**src/rtl/scratch_mem_responder_if.sv**
```systemverilog
// Scratch-memory bus between the divider memory controller (master) and the
// scratch array responder (slave).
interface scratch_mem_if #(
    parameter int unsigned DATA_W = 16
);
    logic              sc_mem_rd_en;
    logic [15:0]       sc_mem_rd_addr1;
    logic [15:0]       sc_mem_rd_addr2;
    logic              sc_mem_wt_en;
    logic [15:0]       sc_mem_wt_addr;
    logic [DATA_W-1:0] sc_mem_wt_data;
    logic [DATA_W-1:0] sc_mem_rd_data1;
    logic [DATA_W-1:0] sc_mem_rd_data2;
    logic              sc_mem_rd_valid;
    logic              sc_mem_ready;
    logic              sc_mem_addr_err;
    logic [15:0]       sc_mem_wt_count;

    modport master (
        output sc_mem_rd_en, sc_mem_rd_addr1, sc_mem_rd_addr2,
        output sc_mem_wt_en, sc_mem_wt_addr, sc_mem_wt_data,
        input  sc_mem_rd_data1, sc_mem_rd_data2, sc_mem_rd_valid,
        input  sc_mem_ready, sc_mem_addr_err, sc_mem_wt_count
    );

    modport slave (
        input  sc_mem_rd_en, sc_mem_rd_addr1, sc_mem_rd_addr2,
        input  sc_mem_wt_en, sc_mem_wt_addr, sc_mem_wt_data,
        output sc_mem_rd_data1, sc_mem_rd_data2, sc_mem_rd_valid,
        output sc_mem_ready, sc_mem_addr_err, sc_mem_wt_count
    );
endinterface

```
**src/rtl/scratch_mem_responder.sv**
```systemverilog
// Scratch array responder: two 1-cycle-latency read ports, one write port with
// write-first bypass, and a full-array clear sweep after reset or on request.
module scratch_mem_responder #(
    parameter int unsigned DEPTH  = 256,
    parameter int unsigned DATA_W = 16,
    parameter int unsigned AW     = 8
) (
    input  logic         clk,
    input  logic         reset,
    input  logic         clear,
    scratch_mem_if.slave sc
);
    typedef enum logic {
        ST_CLEAR = 1'b0,
        ST_IDLE  = 1'b1
    } state_t;

    state_t            state;
    logic [AW-1:0]     clr_ptr;
    logic [DATA_W-1:0] mem [DEPTH];

    logic [DATA_W-1:0] rd_data1;
    logic [DATA_W-1:0] rd_data2;
    logic              rd_valid;
    logic              ready;
    logic              addr_err;
    logic [15:0]       wt_count;

    logic              idle_c;
    logic              rd_acc_c;
    logic              wt_acc_c;
    logic              rd1_in_c;
    logic              rd2_in_c;
    logic              wt_in_c;
    logic              wt_ok_c;
    logic [DATA_W-1:0] rd1_c;
    logic [DATA_W-1:0] rd2_c;
    logic              mem_we_c;
    logic [AW-1:0]     mem_waddr_c;
    logic [DATA_W-1:0] mem_wdata_c;

    // Request qualification, range decode and write-first read bypass
    always_comb begin
        idle_c      = (state == ST_IDLE) && !clear;
        rd_acc_c    = idle_c && sc.sc_mem_rd_en;
        wt_acc_c    = idle_c && sc.sc_mem_wt_en;
        rd1_in_c    = 32'(sc.sc_mem_rd_addr1) < DEPTH;
        rd2_in_c    = 32'(sc.sc_mem_rd_addr2) < DEPTH;
        wt_in_c     = 32'(sc.sc_mem_wt_addr) < DEPTH;
        wt_ok_c     = wt_acc_c && wt_in_c;
        rd1_c       = '0;
        rd2_c       = '0;
        if (rd1_in_c) begin
            rd1_c = (wt_ok_c && (sc.sc_mem_wt_addr == sc.sc_mem_rd_addr1))
                  ? sc.sc_mem_wt_data : mem[sc.sc_mem_rd_addr1[AW-1:0]];
        end
        if (rd2_in_c) begin
            rd2_c = (wt_ok_c && (sc.sc_mem_wt_addr == sc.sc_mem_rd_addr2))
                  ? sc.sc_mem_wt_data : mem[sc.sc_mem_rd_addr2[AW-1:0]];
        end
        mem_we_c    = 1'b0;
        mem_waddr_c = sc.sc_mem_wt_addr[AW-1:0];
        mem_wdata_c = sc.sc_mem_wt_data;
        if (state == ST_CLEAR) begin
            mem_we_c    = 1'b1;
            mem_waddr_c = clr_ptr;
            mem_wdata_c = '0;
        end else if (wt_ok_c) begin
            mem_we_c    = 1'b1;
        end
    end

    // Array storage has no reset; the clear sweep is what zeroes it
    always_ff @(posedge clk) begin
        if (mem_we_c) begin
            mem[mem_waddr_c] <= mem_wdata_c;
        end
    end

    always_ff @(posedge clk or negedge reset) begin
        if (!reset) begin
            state    <= ST_CLEAR;
            clr_ptr  <= '0;
            rd_data1 <= '0;
            rd_data2 <= '0;
            rd_valid <= 1'b0;
            ready    <= 1'b0;
            addr_err <= 1'b0;
            wt_count <= '0;
        end else begin
            rd_valid <= 1'b0;
            case (state)
                ST_CLEAR: begin
                    if (clear) begin
                        clr_ptr  <= '0;
                        wt_count <= '0;
                        addr_err <= 1'b0;
                    end else if (clr_ptr == AW'(DEPTH - 1)) begin
                        state   <= ST_IDLE;
                        ready   <= 1'b1;
                        clr_ptr <= '0;
                    end else begin
                        clr_ptr <= clr_ptr + AW'(1);
                    end
                end
                ST_IDLE: begin
                    if (clear) begin
                        state    <= ST_CLEAR;
                        ready    <= 1'b0;
                        clr_ptr  <= '0;
                        wt_count <= '0;
                        addr_err <= 1'b0;
                    end else begin
                        if (rd_acc_c) begin
                            rd_data1 <= rd1_c;
                            rd_data2 <= rd2_c;
                            rd_valid <= 1'b1;
                            if (!rd1_in_c || !rd2_in_c) begin
                                addr_err <= 1'b1;
                            end
                        end
                        if (wt_acc_c) begin
                            if (!wt_in_c) begin
                                addr_err <= 1'b1;
                            end else if (wt_count != 16'hFFFF) begin
                                wt_count <= wt_count + 16'd1;
                            end
                        end
                    end
                end
                default: begin
                    state <= ST_CLEAR;
                    ready <= 1'b0;
                end
            endcase
        end
    end

    assign sc.sc_mem_rd_data1 = rd_data1;
    assign sc.sc_mem_rd_data2 = rd_data2;
    assign sc.sc_mem_rd_valid = rd_valid;
    assign sc.sc_mem_ready    = ready;
    assign sc.sc_mem_addr_err = addr_err;
    assign sc.sc_mem_wt_count = wt_count;

endmodule

```
**src/flat_wrapper.sv**
```systemverilog
// flat-port wrapper written by rule: the top's interface ports become plain ports
module scratch_mem_responder_flat 
#(
    parameter int unsigned DEPTH  = 256,
    parameter int unsigned DATA_W = 16,
    parameter int unsigned AW     = 8
)
  (clk, reset, clear, sc_sc_mem_rd_en, sc_sc_mem_rd_addr1, sc_sc_mem_rd_addr2, sc_sc_mem_wt_en, sc_sc_mem_wt_addr, sc_sc_mem_wt_data, sc_sc_mem_rd_data1, sc_sc_mem_rd_data2, sc_sc_mem_rd_valid, sc_sc_mem_ready, sc_sc_mem_addr_err, sc_sc_mem_wt_count);
  scratch_mem_if #(.DATA_W(DATA_W)) sc_i ();
  input  logic clk;
  input  logic reset;
  input  logic clear;
  input wire logic [$bits(sc_i.sc_mem_rd_en)-1:0] sc_sc_mem_rd_en;
  input wire logic [$bits(sc_i.sc_mem_rd_addr1)-1:0] sc_sc_mem_rd_addr1;
  input wire logic [$bits(sc_i.sc_mem_rd_addr2)-1:0] sc_sc_mem_rd_addr2;
  input wire logic [$bits(sc_i.sc_mem_wt_en)-1:0] sc_sc_mem_wt_en;
  input wire logic [$bits(sc_i.sc_mem_wt_addr)-1:0] sc_sc_mem_wt_addr;
  input wire logic [$bits(sc_i.sc_mem_wt_data)-1:0] sc_sc_mem_wt_data;
  output wire logic [$bits(sc_i.sc_mem_rd_data1)-1:0] sc_sc_mem_rd_data1;
  output wire logic [$bits(sc_i.sc_mem_rd_data2)-1:0] sc_sc_mem_rd_data2;
  output wire logic [$bits(sc_i.sc_mem_rd_valid)-1:0] sc_sc_mem_rd_valid;
  output wire logic [$bits(sc_i.sc_mem_ready)-1:0] sc_sc_mem_ready;
  output wire logic [$bits(sc_i.sc_mem_addr_err)-1:0] sc_sc_mem_addr_err;
  output wire logic [$bits(sc_i.sc_mem_wt_count)-1:0] sc_sc_mem_wt_count;
  assign sc_i.sc_mem_rd_en = sc_sc_mem_rd_en;
  assign sc_i.sc_mem_rd_addr1 = sc_sc_mem_rd_addr1;
  assign sc_i.sc_mem_rd_addr2 = sc_sc_mem_rd_addr2;
  assign sc_i.sc_mem_wt_en = sc_sc_mem_wt_en;
  assign sc_i.sc_mem_wt_addr = sc_sc_mem_wt_addr;
  assign sc_i.sc_mem_wt_data = sc_sc_mem_wt_data;
  assign sc_sc_mem_rd_data1 = sc_i.sc_mem_rd_data1;
  assign sc_sc_mem_rd_data2 = sc_i.sc_mem_rd_data2;
  assign sc_sc_mem_rd_valid = sc_i.sc_mem_rd_valid;
  assign sc_sc_mem_ready = sc_i.sc_mem_ready;
  assign sc_sc_mem_addr_err = sc_i.sc_mem_addr_err;
  assign sc_sc_mem_wt_count = sc_i.sc_mem_wt_count;
  scratch_mem_responder #(.DEPTH(DEPTH), .DATA_W(DATA_W), .AW(AW)) u_core (.clk(clk), .reset(reset), .clear(clear), .sc(sc_i));
endmodule
```
**config.mk**
```make
export PLATFORM = sky130hd
export DESIGN_NAME = scratch_mem_responder_flat
export DESIGN_NICKNAME = d
export VERILOG_FILES = /design/src/rtl/scratch_mem_responder_if.sv /design/src/rtl/scratch_mem_responder.sv /design/src/flat_wrapper.sv
export SDC_FILE = /design/constraint.sdc
export NUM_CORES = 2
export LEC_CHECK = 0
export CAP_MARGIN = 10
export CORE_MARGIN = 3
export CORE_UTILIZATION = 45
export CTS_BUF_LIST = sky130_fd_sc_hd__clkbuf_8
export DETAILED_ROUTE_END_ITERATION = 10
export SLEW_MARGIN = 40
export SYNTH_ARGS = -nofsm -noshare
export SYNTH_HDL_FRONTEND = slang
export SYNTH_SLANG_ARGS = --single-unit
```
**constraint.sdc**
```tcl
create_clock -name clk -period 6.6 [get_ports clk]
set_clock_uncertainty 0.05 [all_clocks]
set_input_delay 1.32 -clock clk [delete_from_list [all_inputs] [get_ports clk]]
set_output_delay 1.32 -clock clk [all_outputs]
set_load 0.01 [all_outputs]
```
# [Word level (Yosys, flattened, before mapping)]
# Memories as Yosys holds them, arrays and structs flattened.
# Index checks and enable logic that the tools add are counted.
[word_totals] ff_bits=60 ramBits=4096 input_bits=69 memories=1
[mem_list] memory="u_core.mem" depth=256 width=16 read_ports=2 rd_clocked_by_memory_dff=0 wr=1 line_no="scratch_mem_responder.sv:20" text="logic [DATA_W-1:0] mem [DEPTH];"
[op_classes] n_lt_le_gt_ge=3 add_sub_neg=2 n_mux=37 eq_ne=11 n_bitwise=2 n_reduce_logical=13
[ops] operator="16-bit two-way mux" count=10
[ops] operator="16-bit by 9-bit less-than comparator with 1-bit output, second input constant" count=3
[ops] operator="16-bit equality test" count=2
[ops] operator="8-bit two-way mux" count=4
[ops] operator="16-bit case mux with 2 select lines" count=1
[ops] operator="1-bit two-way mux" count=18
[ops] operator="16-bit by 1-bit adder with 16-bit output, second input constant" count=1
[ops] operator="16-bit inequality test, second input constant" count=1
[ops] operator="8-bit case mux with 2 select lines" count=1
[ops] operator="3-bit inequality test, second input constant" count=3
[ops] operator="8-bit by 1-bit adder with 8-bit output, second input constant" count=1
[ops] operator="8-bit equality test, second input constant" count=1
[ops] operator="2-bit inequality test, second input constant" count=4
[ops] operator="1-bit logical AND" count=6
[ops] operator="1-bit case mux with 2 select lines" count=3
[ops] operator="3-bit AND reduction" count=2
[ops] operator="4-bit AND reduction" count=1
[ops] operator="1-bit logical NOT" count=3
[ops] operator="1-bit NOT" count=2
[ops] operator="1-bit logical OR" count=1

# [Depth between registers and ports, before layout]
[logic_depth] depth_word=9 depth_mapped=13 depth_no_buf=8

# [Worst setup path after synthesis]
# OpenSTA, ideal clock, no wires.
[synth_path] kind="input -> register" startpoint="input sc_sc_mem_wt_data[0]" endpoint="memory u_core.mem[0][0], data pin" path_slack_ps=1136 setup_ps=867 t_required_ps=5683 arrival_ps=4547 path_stages=1 cell_sequence="and2_1"
[synth_between] elab_chain_cells=1
[synth_lines] item="start: declaration" line_no="flat_wrapper.sv:18" text="input wire logic [$bits(sc_i.sc_mem_wt_data)-1:0] sc_sc_mem_wt_data;"
[synth_lines] item="16-bit two-way mux" line_no="scratch_mem_responder.sv:64" text="if (state == ST_CLEAR) begin"
[synth_lines] item="end: declaration" line_no="scratch_mem_responder.sv:20"
# Every way passes these cells.

# [Worst setup path in the final report]
[layout_path] startpoint="input sc_sc_mem_wt_addr[10]" endpoint="memory u_core.mem[252][11] (enable)"
[layout_between] elab_chain_cells=6
[layout_lines] item="start: declaration" line_no="flat_wrapper.sv:17" text="input wire logic [$bits(sc_i.sc_mem_wt_addr)-1:0] sc_sc_mem_wt_addr;"
[layout_lines] item="16-bit by 9-bit less-than comparator with 1-bit output" line_no="scratch_mem_responder.sv:49" text="wt_in_c = 32'(sc.sc_mem_wt_addr) < DEPTH;"
[layout_lines] item="1-bit logical AND" line_no="scratch_mem_responder.sv:50" text="wt_ok_c = wt_acc_c && wt_in_c;"
[layout_lines] item="1-bit two-way mux" line_no="scratch_mem_responder.sv:68" text="end else if (wt_ok_c) begin"
[layout_lines] item="1-bit two-way mux" line_no="scratch_mem_responder.sv:64"
[layout_lines] item="1-bit two-way mux" line_no="scratch_mem_responder.sv:75" text="if (mem_we_c) begin"
[layout_lines] item="1-bit two-way mux (implied by the code)" line_no="scratch_mem_responder.sv:76" text="mem[mem_waddr_c] <= mem_wdata_c;"
# Every way passes these cells.

==> flow_summary.ini <==
[power]
p_leak_uw = 0.0730
p_per_area_mw_per_mm2 = 251
p_total_uw = 55200
ir_drop_v = 0.000220

[setup_path]
cpPeakStageDelay_ns = 0.60
cp_common_cell = buf_4
path_delay_family = simple AND/OR/NAND/NOR gates
crit_type = primary input to flop
arrival_ns = 5.67
worst-path-buf-inv = 4
end_kind = flop
cp.required_ns = 7.48
path_cells = clkdlybuf4s50_1 -> nor4_1 -> buf_4 -> and2_1 -> and3_2 -> nand2b_1 -> o32ai_1 -> nand2_2 -> buf_4 -> nor2_2 -> buf_4
start_kind = primary input
crit_path_max_fanout = 11
critical-path-slowest-cell = nor2_2

[cts]
post_cts_resized = 0
cts.sinks = 4156
h-tree-depth = 6
cts_buffers = 704
postCtsSetupBuffers = 0
cts-root-buf = clkbuf_8
cts_tree = built
clock_latency_ns = 1.32
postCtsHoldBufs = 1
clockBufferDepth = 4
clk_pin_slew_ns = 0.07

[floorplanning]
die_w_um = 662
core_mm2 = 0.428
initial_core_util_pct = 45.3
die_h_um = 662
io_pins = 120
row_count = 240
die-area_mm2 = 0.438

[logic_synthesis]
synth_edf_count = 4096
avgSynthCellArea_um2 = 18.3
ys_seq_area_share_pct = 64.3
yosys.cell_types.count = 92
ys_ff_latch = 4156
syn_inst = 10600
syn_area_mm2 = 0.194
syn_nets = 10700
ys_async_sr_fraction_pct = 1.44
ys_warn_count = 0
synth_flop_cell = edfxtp_1

[sta]
finalCriticalPeriod_ns = 4.79
setup-violations-final = 0
tightest_slew_ns = 1.06
relSlewSlack_pct = 29.1
finalHoldViolations = 0
finalSetupTns_ns = 0
fmax_mhz = 209
whs_ns = 0.399
fin_crit_sh_pct = 72.6
rsz0062_at_grt = no
slew_violations = 0

[global_route]
met2_usage_pct = 50.6
top_usage_layer = met2
grtUsageTotal_pct = 34.2
grt_max_degree = 169
grt_overflow = 0
use_met1_pct = 44.6
use_met3_pct = 10.5
grt_pass1_wl_um = 1030000
grt_pass1_vias = 121000
antenna_found_initial = 58

[outcome]
status = complete, no violations

[route]
vias = 124000
routedWlPerCell_um = 43.0
drtIter0Drc = 19800
drc_errors = 0
drt_first_pass_iters = 8
wl_um = 761000
vias_per_cell = 6.99
ant_nets = 0

[finish]
areaGrowthSynthToFinish_pct = 13.5
layout.cells.non_filler = 17700
drive_above_1_share_pct = 30.3
nFillCells = 34500
final_common_cell = edfxtp_1
num-nets-final = 11500
layout_common_cells = 4096 x edfxtp_1, 1429 x mux4_2, 1287 x mux2i_1
fin_area_mm2 = 0.220

[placed_design]
port_buffers = 119
gp_congestion = 1.01
post_dp_cell_area_mm2 = 0.206
dp_hpwl_um = 499000
dp_cells = 16400

[job]
drv_cap = 0

[hold_path]
hold_class = primary input to asynchronous set/reset pin
[where the power goes]
part           internal (uW)  switching, uW
clock network          11100          11100
logic                   1580           2790
registers              28600           18.0
[cell families (layout without fill, tap and decap cells)]
| group | count (synthesis) | after routing | share of synthesized area [%] |
|---|---|---|---|
| other cells | 0 | 23 | 0 |
| simple gates | 1226 | 1226 | 3.19 |
| buf+inv | 849 | 2251 | 2.61 |
| xor+xnor | 48 | 48 | 0.217 |
| mux | 2804 | 2804 | 24.2 |
| compound gates | 1496 | 1496 | 5.51 |
| fa+ha+maj | 2 | 2 | 0.0129 |
| flops | 4156 | 4156 | 64.3 |
[state kept, by name, indices dropped and copies added (netlist names)]
| name | cells |
|---|---|
| u_core.mem | 4096 |
| u_core.sc.sc_mem_wt_count | 16 |
| u_core.sc.sc_mem_rd_data1 | 16 |
| u_core.clr_ptr | 8 |
| u_core.sc.sc_mem_addr_err | 1 |
| u_core.sc.sc_mem_rd_valid | 1 |
| u_core.sc.sc_mem_ready | 1 |
| u_core.state | 1 |
| u_core.sc.sc_mem_rd_data2 | 16 |
[layer usage]
metal | vias up | share of wire [%]
li1 | 47000 | -
met1 | 65400 | 36
met2 | 9307 | 44
met3 | 1835 | 12
met4 | 28 | 7.3
met5 | - | 0.023
[path summary, 6_finish.rpt]
| kind | from | endpoint | slack (ns) | depth (start not counted) |
|---|---|---|---|---|
| min in group clk | u_core.sc.sc_mem_wt_count[4] | u_core.sc.sc_mem_wt_count[4] | 0.51 | 2 |
| max | sc_sc_mem_wt_addr[10] | u_core.mem[252][11] | 1.81 | 11 |
| min reg2reg | u_core.sc.sc_mem_wt_count[4] | u_core.sc.sc_mem_wt_count[4] | 0.51 | 2 |
| max reg2reg | u_core.state | u_core.sc.sc_mem_rd_data2[7] | 2.71 | 9 |
| max in group asynchronous | reset | u_core.sc.sc_mem_rd_data1[5] | 5.21 | 4 |
| min | reset | u_core.sc.sc_mem_wt_count[5] | 0.40 | 2 |
[synthesized netlist by cell type (all sizes together), types with 105 or more instances]
cell type  number  area (um^2)
nand4         162         1010
a22oi         695         5220
a21oi         155          776
o22ai         203         1270
nand2         240          903
mux2i        1289        12900
nor2          384         1440
nand3         105          526
edfxtp       4096       123000
mux4         1483        33600
clkbuf        267         1080
buf           562         3900
[metrics by stage]
stage | setup slack, ns | utilization (%)
after floorplan | 1.14 | -
after global placement | 0.364 | 48.0
after detailed placement | 0.695 | 48.2
after CTS | 2.00 | 51.3
after global routing | 1.92 | 51.4
final | 1.81 | 51.4
[final cells by class]
| type | instances | area (um^2) | area share, % |
|---|---|---|---|
| Antenna cell | 23 | 57.6 | 0.0262 |
| Clock buffer | 727 | 10000 | 4.55 |
| Clock inverter | 550 | 3150 | 1.43 |
| Inverter | 19 | 72.6 | 0.0330 |
| Multi-Input combinational cell | 5576 | 65900 | 30.0 |
| Sequential cell | 4156 | 125000 | 56.6 |
| Tap cell | 5687 | 7120 | 3.24 |
| Timing Repair Buffer | 955 | 9000 | 4.09 |
Note: power is estimated with default switching activity, not from simulation.
